$ cat config.mk
export PLATFORM = sky130hd
export DESIGN_NAME = conv_encoder
export DESIGN_NICKNAME = d
export VERILOG_FILES = /design/src/rtl/conv_pkg.sv /design/src/rtl/conv_branch.sv /design/src/rtl/conv_encoder.sv
export SDC_FILE = /design/constraint.sdc
export NUM_CORES = 1
export LEC_CHECK = 0
export ABC_CLOCK_PERIOD_IN_PS = 1300
export BUFFER_PORTS_ARGS = -buffer_cell sky130_fd_sc_hd__buf_2
export CAP_MARGIN = 20
export CORE_UTILIZATION = 47
export CTS_BUF_LIST = sky130_fd_sc_hd__clkbuf_16
export DETAILED_ROUTE_END_ITERATION = 7
export HOLD_SLACK_MARGIN = 0.06
export PLACE_DENSITY = 0.71
export SYNTH_ARGS = -nofsm -noshare
export SYNTH_HDL_FRONTEND = slang
export SYNTH_SLANG_ARGS = --single-unit
$ cat constraint.sdc
create_clock -name clk -period 1.3 [get_ports clk]
set_input_delay 0.325 -clock clk [delete_from_list [all_inputs] [get_ports clk]]
set_output_delay 0.325 -clock clk [all_outputs]
set_load 0.03 [all_outputs]
$ cat src/rtl/conv_pkg.sv
// conv_pkg: constants and types shared by the rate-1/2, K=3 convolutional
// encoder and the 14-bit-frame Viterbi decoder at the far end of the link.
//   MSG_BITS_DEF  payload bits per frame
//   TAIL_BITS     zero tail bits that flush the trellis back to state 00
//   INFO_LEN      info bits per frame (payload + tail)
//   FRAME_LEN     coded bits per frame (two per info bit)
//   G0_DEF/G1_DEF generator taps, bit order {u, s1, s0}
package conv_pkg;

  localparam int MSG_BITS_DEF = 5;
  localparam int TAIL_BITS    = 2;
  localparam int INFO_LEN     = MSG_BITS_DEF + TAIL_BITS;
  localparam int FRAME_LEN    = 2 * INFO_LEN;

  localparam logic [2:0] G0_DEF = 3'b111;
  localparam logic [2:0] G1_DEF = 3'b101;

  typedef enum logic {
    IDLE = 1'b0,
    RUN  = 1'b1
  } conv_state_e;

endpackage

$ cat src/rtl/conv_branch.sv
// conv_branch: one trellis branch of the K=3 code, purely combinational.
//   u_i    info bit entering the encoder
//   st_i   trellis state {s1, s0}; s1 = previous info bit, s0 = the one before
//   code_o {c1, c0}; c0 is transmitted first
module conv_branch
  import conv_pkg::*;
#(
  parameter logic [2:0] G0 = G0_DEF,
  parameter logic [2:0] G1 = G1_DEF
) (
  input  logic       u_i,
  input  logic [1:0] st_i,
  output logic [1:0] code_o
);

  logic [2:0] reg_bits;

  assign reg_bits = {u_i, st_i};
  assign code_o   = {^(G1 & reg_bits), ^(G0 & reg_bits)};

endmodule

$ cat src/rtl/conv_encoder.sv
// conv_encoder: rate-1/2, constraint-length-3 convolutional encoder.
// Takes MSG_BITS-bit messages over valid/ready, appends TAIL_BITS zeros and
// streams 2*(MSG_BITS+TAIL_BITS) coded bits, one per clk, MSB of the message
// first. Frames run back-to-back; at a frame boundary with no message the
// encoder either sends an all-zero filler frame (CONTINUOUS=1) or goes idle.
//   clk          system clock
//   reset        asynchronous, active-low reset
//   data_in      message, data_in[MSG_BITS-1] sent first
//   data_valid   data_in holds a message
//   data_ready   message is taken on this edge if data_valid
//   codebit      serial coded bit (registered)
//   code_valid   codebit belongs to a frame
//   frame_start  first coded bit of a frame
//   underflow    first coded bit of a filler frame
module conv_encoder
  import conv_pkg::*;
#(
  parameter int         MSG_BITS   = MSG_BITS_DEF,
  parameter logic [2:0] G0         = G0_DEF,
  parameter logic [2:0] G1         = G1_DEF,
  parameter bit         CONTINUOUS = 1'b1
) (
  input  logic                clk,
  input  logic                reset,
  input  logic [MSG_BITS-1:0] data_in,
  input  logic                data_valid,
  output logic                data_ready,
  output logic                codebit,
  output logic                code_valid,
  output logic                frame_start,
  output logic                underflow
);

  localparam int INFO  = MSG_BITS + TAIL_BITS;
  localparam int FRAME = 2 * INFO;
  localparam int CW    = $clog2(FRAME);
  localparam logic [CW-1:0] LAST = CW'(FRAME - 1);

  conv_state_e   state_q, state_d;
  logic [CW-1:0] cnt_q, cnt_d;     // index of the coded bit now on codebit
  logic [INFO-1:0] info_q, info_d; // MSB = info bit currently being coded
  logic [1:0]    st_q, st_d;       // trellis state {s1, s0}
  logic          cb_q, cb_d;
  logic          cv_q, cv_d;
  logic          fs_q, fs_d;
  logic          uf_q, uf_d;

  logic                boundary;
  logic                load;
  logic                filler;
  logic [MSG_BITS-1:0] load_msg;
  logic                nxt_odd;
  logic                br_u;
  logic [1:0]          br_st;
  logic [1:0]          br_code;

  // Ready only when idle or while the last bit of a frame is on the wire, so
  // a message is always taken exactly at a frame boundary.
  assign boundary   = (state_q == IDLE) || (cnt_q == LAST);
  assign data_ready = boundary;

  // A new frame starts on a boundary when a message is offered, or in RUN
  // with nothing offered if filler frames are enabled.
  assign filler   = CONTINUOUS && (state_q == RUN) && !data_valid;
  assign load     = boundary && (data_valid || filler);
  assign load_msg = data_valid ? data_in : '0;

  // Coded bit for the next cycle: on a load it is c0 of the message MSB from
  // state 00; otherwise bit cnt_q+1, which is a c1 when cnt_q is even.
  assign nxt_odd = !load && !cnt_q[0];
  assign br_u    = load ? load_msg[MSG_BITS-1] : info_q[INFO-1];
  assign br_st   = load ? 2'b00 : st_q;

  conv_branch #(
    .G0 (G0),
    .G1 (G1)
  ) u_branch (
    .u_i    (br_u),
    .st_i   (br_st),
    .code_o (br_code)
  );

  // State and output registers.
  always_ff @(posedge clk or negedge reset) begin
    if (!reset) begin
      state_q <= IDLE;
      cnt_q   <= '0;
      info_q  <= '0;
      st_q    <= 2'b00;
      cb_q    <= 1'b0;
      cv_q    <= 1'b0;
      fs_q    <= 1'b0;
      uf_q    <= 1'b0;
    end else begin
      state_q <= state_d;
      cnt_q   <= cnt_d;
      info_q  <= info_d;
      st_q    <= st_d;
      cb_q    <= cb_d;
      cv_q    <= cv_d;
      fs_q    <= fs_d;
      uf_q    <= uf_d;
    end
  end

  // Next-state: FSM plus the bit counter, message shifter and trellis state.
  always_comb begin
    state_d = state_q;
    cnt_d   = cnt_q;
    info_d  = info_q;
    st_d    = st_q;
    case (state_q)
      IDLE: if (data_valid) state_d = RUN;
      RUN:  if (boundary && !load) state_d = IDLE;
      default: state_d = IDLE;
    endcase
    if (load) begin
      cnt_d  = '0;
      info_d = {load_msg, {TAIL_BITS{1'b0}}};
      st_d   = 2'b00;
    end else if (state_q == RUN) begin
      if (boundary) begin
        cnt_d = '0;
        st_d  = 2'b00;
      end else begin
        cnt_d = cnt_q + 1'b1;
        // The trellis advances once both coded bits of an info bit are out.
        if (nxt_odd) begin
          st_d   = {info_q[INFO-1], st_q[1]};
          info_d = info_q << 1;
        end
      end
    end
  end

  // Output next values; everything leaves through a register.
  always_comb begin
    cv_d = (state_d == RUN);
    cb_d = cv_d && (nxt_odd ? br_code[1] : br_code[0]);
    fs_d = load;
    uf_d = load && !data_valid;
  end

  assign codebit     = cb_q;
  assign code_valid  = cv_q;
  assign frame_start = fs_q;
  assign underflow   = uf_q;

endmodule

Word level (Yosys, flattened, before mapping)
Cells that the tools add are included.
Cells by class
  $add $sub $neg: 1
  equality and inequality tests: 2
  multiplexer cells: 18
  bitwise gates (word level): 1
  reductions and logical operators: 18
Operators by type and width (number)
  two-way mux 7 bit: 4
  two-way mux 4 bit: 3
  two-way mux 2 bit: 5
  logical AND 1 bit: 6
  parity 3 bit: 2
  two-way mux 5 bit: 1
  adder 4 x 1 -> 4 bit (second input constant): 1
  == test 4 bit (second input constant): 1
  two-way mux 1 bit: 4
  nonzero test 2 bit: 2
  logical NOT 1 bit: 3
  AND reduction 3 bit: 1
  nonzero test 3 bit: 1
  logical OR 1 bit: 2
  inequality test 2 bit (second input constant): 1
  case mux 1 bit (2 select lines): 1
  AND reduction 2 bit: 1
  NOT 1 bit: 1
Word-level totals
  register bits after elaboration: 17
  input port bits: 8
  output and inout bits: 5
  logic and storage cells: 47

Longest topological paths before layout
  word-level depth: 10
  gate-level depth with buffers: 5
  mapped depth without buffers: 5

By module
A second synthesis with hierarchy kept.
Second synthesis, totals
  cells, all modules: 70
  area, all modules: 789.5 um^2
Modules (own cells, without submodules)
  conv_encoder: instances 1, cells each 68, area each 757.0 um^2, seq. area each 375.4 um^2
  conv_branch: instances 1, cells each 2, area each 32.5 um^2, seq. area each 0.0 um^2

Worst setup path after synthesis
OpenSTA, ideal clock, no wires.
  kind: register to register
  start point: register code_valid (netlist name)
  end point: register cb_q (netlist: codebit)
  setup time: 139 ps
  arrival time: 1378 ps
  required time: 1161 ps
  slack: -218 ps
  stages on the path, launching flop included: 5
  buffers on the path: 1
  period minus slack after synthesis: 1518 ps
  path through: dfrtp_1 > buf_2 > nand4_1 > a311oi_1 > o41ai_2
RTL lines
  to (signal assigned): RTL line conv_encoder.sv:90  | cb_q <= 1'b0;
  to (signal assigned): RTL line conv_encoder.sv:99  | cb_q <= cb_d;
  to (decl): RTL line conv_encoder.sv:43  | logic cb_q, cb_d;

Worst setup path in the final report
  start point: register cnt_q[1]
  end point: output port data_ready
Between the ends
  cells in the longest elaborated chain, start to end: 2
Ends and longest elaborated chain
  from (decl): RTL line conv_encoder.sv:40  | logic [CW-1:0] cnt_q, cnt_d;
  from (signal assigned): RTL line conv_encoder.sv:96  | cnt_q <= cnt_d;
  == test 4 bit: RTL line conv_encoder.sv:59  | assign boundary = (state_q == IDLE) || (cnt_q == LAST);
  logical OR 1 bit: RTL line conv_encoder.sv:59
  to (decl): RTL line conv_encoder.sv:27  | output logic data_ready,
No other way between the ends.

==> flow_metrics.tcl <==
set metrics [dict create \
    design_area_sq_mm 0.00116 \
    ys_ff_latch 15 \
    path_class "flip-flop to output port" \
    fmax_mhz 671 \
    period_minus_slack_ns 1.49 \
    route.detailed.drc 0 \
    clkPwrFrac 0.198 \
    postRouteAntennaNets 0 \
    first_iter_violations 29 \
    rows 14 \
    preCtsSetupSlack_ns -0.122 \
    synth_fp_nets 78 \
    max_stage_delay_ns 0.38 \
    gp_congestion 0.785 \
    area_delta_synth_final_pct 54.4 \
    start_util 0.503 \
    drt-total-wl_mm 2.04 \
    ios 13 \
    startpoint_type "flip-flop" \
    die_x_um 41.9 \
    p_per_area_mw_per_mm2 2550 \
    grt_pass1_vias 654 \
    drive_gt1_frac 0.485 \
    postSynthCellCount 68 \
    drt-pass1-iter-count 4 \
    worst_path_max_delay_cell "dfrtp_1" \
    cp-end-kind "output port" \
    grtUsageTotal 0.246 \
    synth-edff-count 0 \
    arrival_ns 1.17 \
    ys.flop_type "dfrtp_1" \
    p_sw_frac 0.343 \
    switching_power_mw 1.01 \
    core_sq_mm 0.00149 \
    synth_top_cell_by_area "dfrtp_1" \
    netlist_area_sq_um 749 \
    grt-ovfl-total 0 \
    clock_latency_ns 0.24 \
    hold_viol 0 \
    grt_start_max_net_pins 16 \
    cts_sinks 15 \
    synth.avg_cell_area_sq_um 11.0 \
    dieArea_sq_mm 0.00176 \
    vias 710 \
    antenna_cells 0 \
    violations "setup timing" \
    outcome "finished, violations left" \
    power_frac_comb 0.524 \
    routedWlPerCell_um 17.2 \
    antenna_found_initial 0 \
    async_flop_share 1.00 \
    rsz0062_at_grt "true" \
    setup_viol 9 \
    synth-seq-area-share 0.501 \
    final_net_count 114 \
    crit_fanout 3 \
    crit_family "flip-flops" \
    vdd_ir_drop_max_mv 1.50 \
    synth.distinct_cells 31 \
    fin_ws_ns -0.191 \
    path_clk_slew_ns 0.05 \
    via_per_inst 5.97 \
    synth_most_common_cell "dfrtp_1" \
    cts_buffers 3 \
    dp_hpwl_mm 1.20 \
    grt_pass1_wl_mm 3.11 \
    yosys-top-cells-area "dfrtp_1, o211ai_1, a2bb2oi_1" \
    io_buffers 12 \
    fillers 88 \
    cts-root-buf "clkbuf_16" \
    worst_hold_path_type "input pin to flip-flop" \
    intPower_mw 1.94 \
    cts_buffer_depth 2 \
    finalClockSkew_ns 0.000960 \
    tightest_slew_ns 0.349 \
    die_y_um 41.9 \
    critPathRequiredTime_ns 0.98 \
    yosysWarnings 0 \
    place_area_sq_um 953 \
    pwr-share-seq 0.278 \
    cts_tree "built" \
    p_leak_nw 0.539 \
    cap_violations 0 \
    finalCritPeriodShare 1.15 \
    cts_max_level 1 \
    yosys.area.top_type_share 0.501 \
    crit_chain "inv_2 > ha_4 > nand3_4 > nand2_4 > buf_6" \
    ys_top_cells_by_count "dfrtp_1, o211ai_1, nand2_1" \
    relSlewSlack 0.767 \
    worst-path-buf-inv 2 \
    slew_viol_final 0 \
]
-- placed cells by master (no fill, tap or decap), types with 2 or more instances in the layout --
cell       Yosys  routed
nand2_1        5       4
o21ai_1        1       2
nor2b_1        3       3
ha_4           0       2
a22o_1         2       2
nor2_1         2       2
o211ai_1       8       8
dfrtp_1       15      14
a2bb2oi_2      0       4
buf_4          0      21
buf_2          2      11
clkbuf_16      0       3
inv_1          3       3
-- timing repair --
action,CTS,global route
setup buffers,4,0
resized for setup,11,6
endpoints found under the hold margin,15,0
setup endpoints to repair,11,13
hold buffers,1,0
pin swaps,5,2
-- through the flow --
| stage | instances | setup TNS [ns] | hold WS (ns) | utilization | total power [mW] |
|---|---|---|---|---|---|
| 5_1_grt | 119 | -1.88 | 0.340 | 0.777 | 3.12 |
| 6_report | 119 | -1.26 | 0.341 | 0.777 | 2.95 |
| 3_5_place_dp | 110 | -0.721 | 0.243 | 0.640 | 2.00 |
| 3_3_place_gp | 110 | -0.323 | 0.238 | 0.640 | 1.95 |
| 4_1_cts | 119 | -0.514 | 0.331 | 0.758 | 2.84 |
| 2_1_floorplan | 68 | -0.0973 | 0.0294 | - | 1.55 |
-- power by group through the flow --
stage               combinational, mW  sequential [mW]  clock, mW
finish                           1.55            0.820      0.584
global route                     1.66            0.840      0.614
CTS                              1.44            0.809      0.591
detailed placement               1.22            0.781          0
global placement                 1.18            0.770          0
floorplan                       0.709            0.841          0
-- logic make-up (layout without fill, tap and decap cells) --
| group | count (synthesis) | after routing | share of synthesized area |
|---|---|---|---|
| compound gates | 25 | 25 | 0.265 |
| buf+inv | 6 | 41 | 0.0334 |
| xor+xnor | 2 | 2 | 0.0417 |
| flops | 15 | 15 | 0.501 |
| simple gates | 18 | 18 | 0.125 |
| fa+ha+maj | 2 | 2 | 0.0334 |
-- layer usage --
layer,wire [um],global-route usage,vias up,share of wire
met5,0,0,-,0
met4,52,0.135,0,0.025
met3,68,0.0391,6,0.033
met2,991,0.391,25,0.49
met1,929,0.321,347,0.45
li1,-,-,332,-
-- registers in the layout, summed over array words and instances (netlist names) --
name         count
underflow        1
st_q             2
cnt_q            4
codebit          1
info_q           5
code_valid       1
frame_start      1
-- path summary, 6_finish.rpt --
path                                            start                    end  slack, ns  depth (start not counted)
max in group asynchronous                       reset   code_valid$_DFF_PN0_       0.52                          2
worst min register to register  info_q[2]$_DFFE_PN0P_  info_q[2]$_DFFE_PN0P_       0.49                          1
worst min-delay path                       data_in[0]  info_q[2]$_DFFE_PN0P_       0.34                          2
worst max register to register   cnt_q[1]$_DFFE_PN0P_  info_q[4]$_DFFE_PN0P_      -0.15                          7
min in group asynchronous                       reset  info_q[6]$_DFFE_PN0P_       0.51                          2
worst max-delay path             cnt_q[1]$_DFFE_PN0P_             data_ready      -0.19                          5
-- final cells by class --
| type | instances | area, sq um | area share |
|---|---|---|---|
| clock inverter | 1 | 3.75 | 0.00324 |
| clock buffer | 3 | 75.1 | 0.0649 |
| timing repair buffer | 34 | 234 | 0.202 |
| multi-input combinational | 47 | 437 | 0.377 |
| tap | 16 | 20.0 | 0.0173 |
| inverter | 3 | 11.3 | 0.00973 |
| sequential | 15 | 377 | 0.325 |
Power figures use the tool's default switching activity.
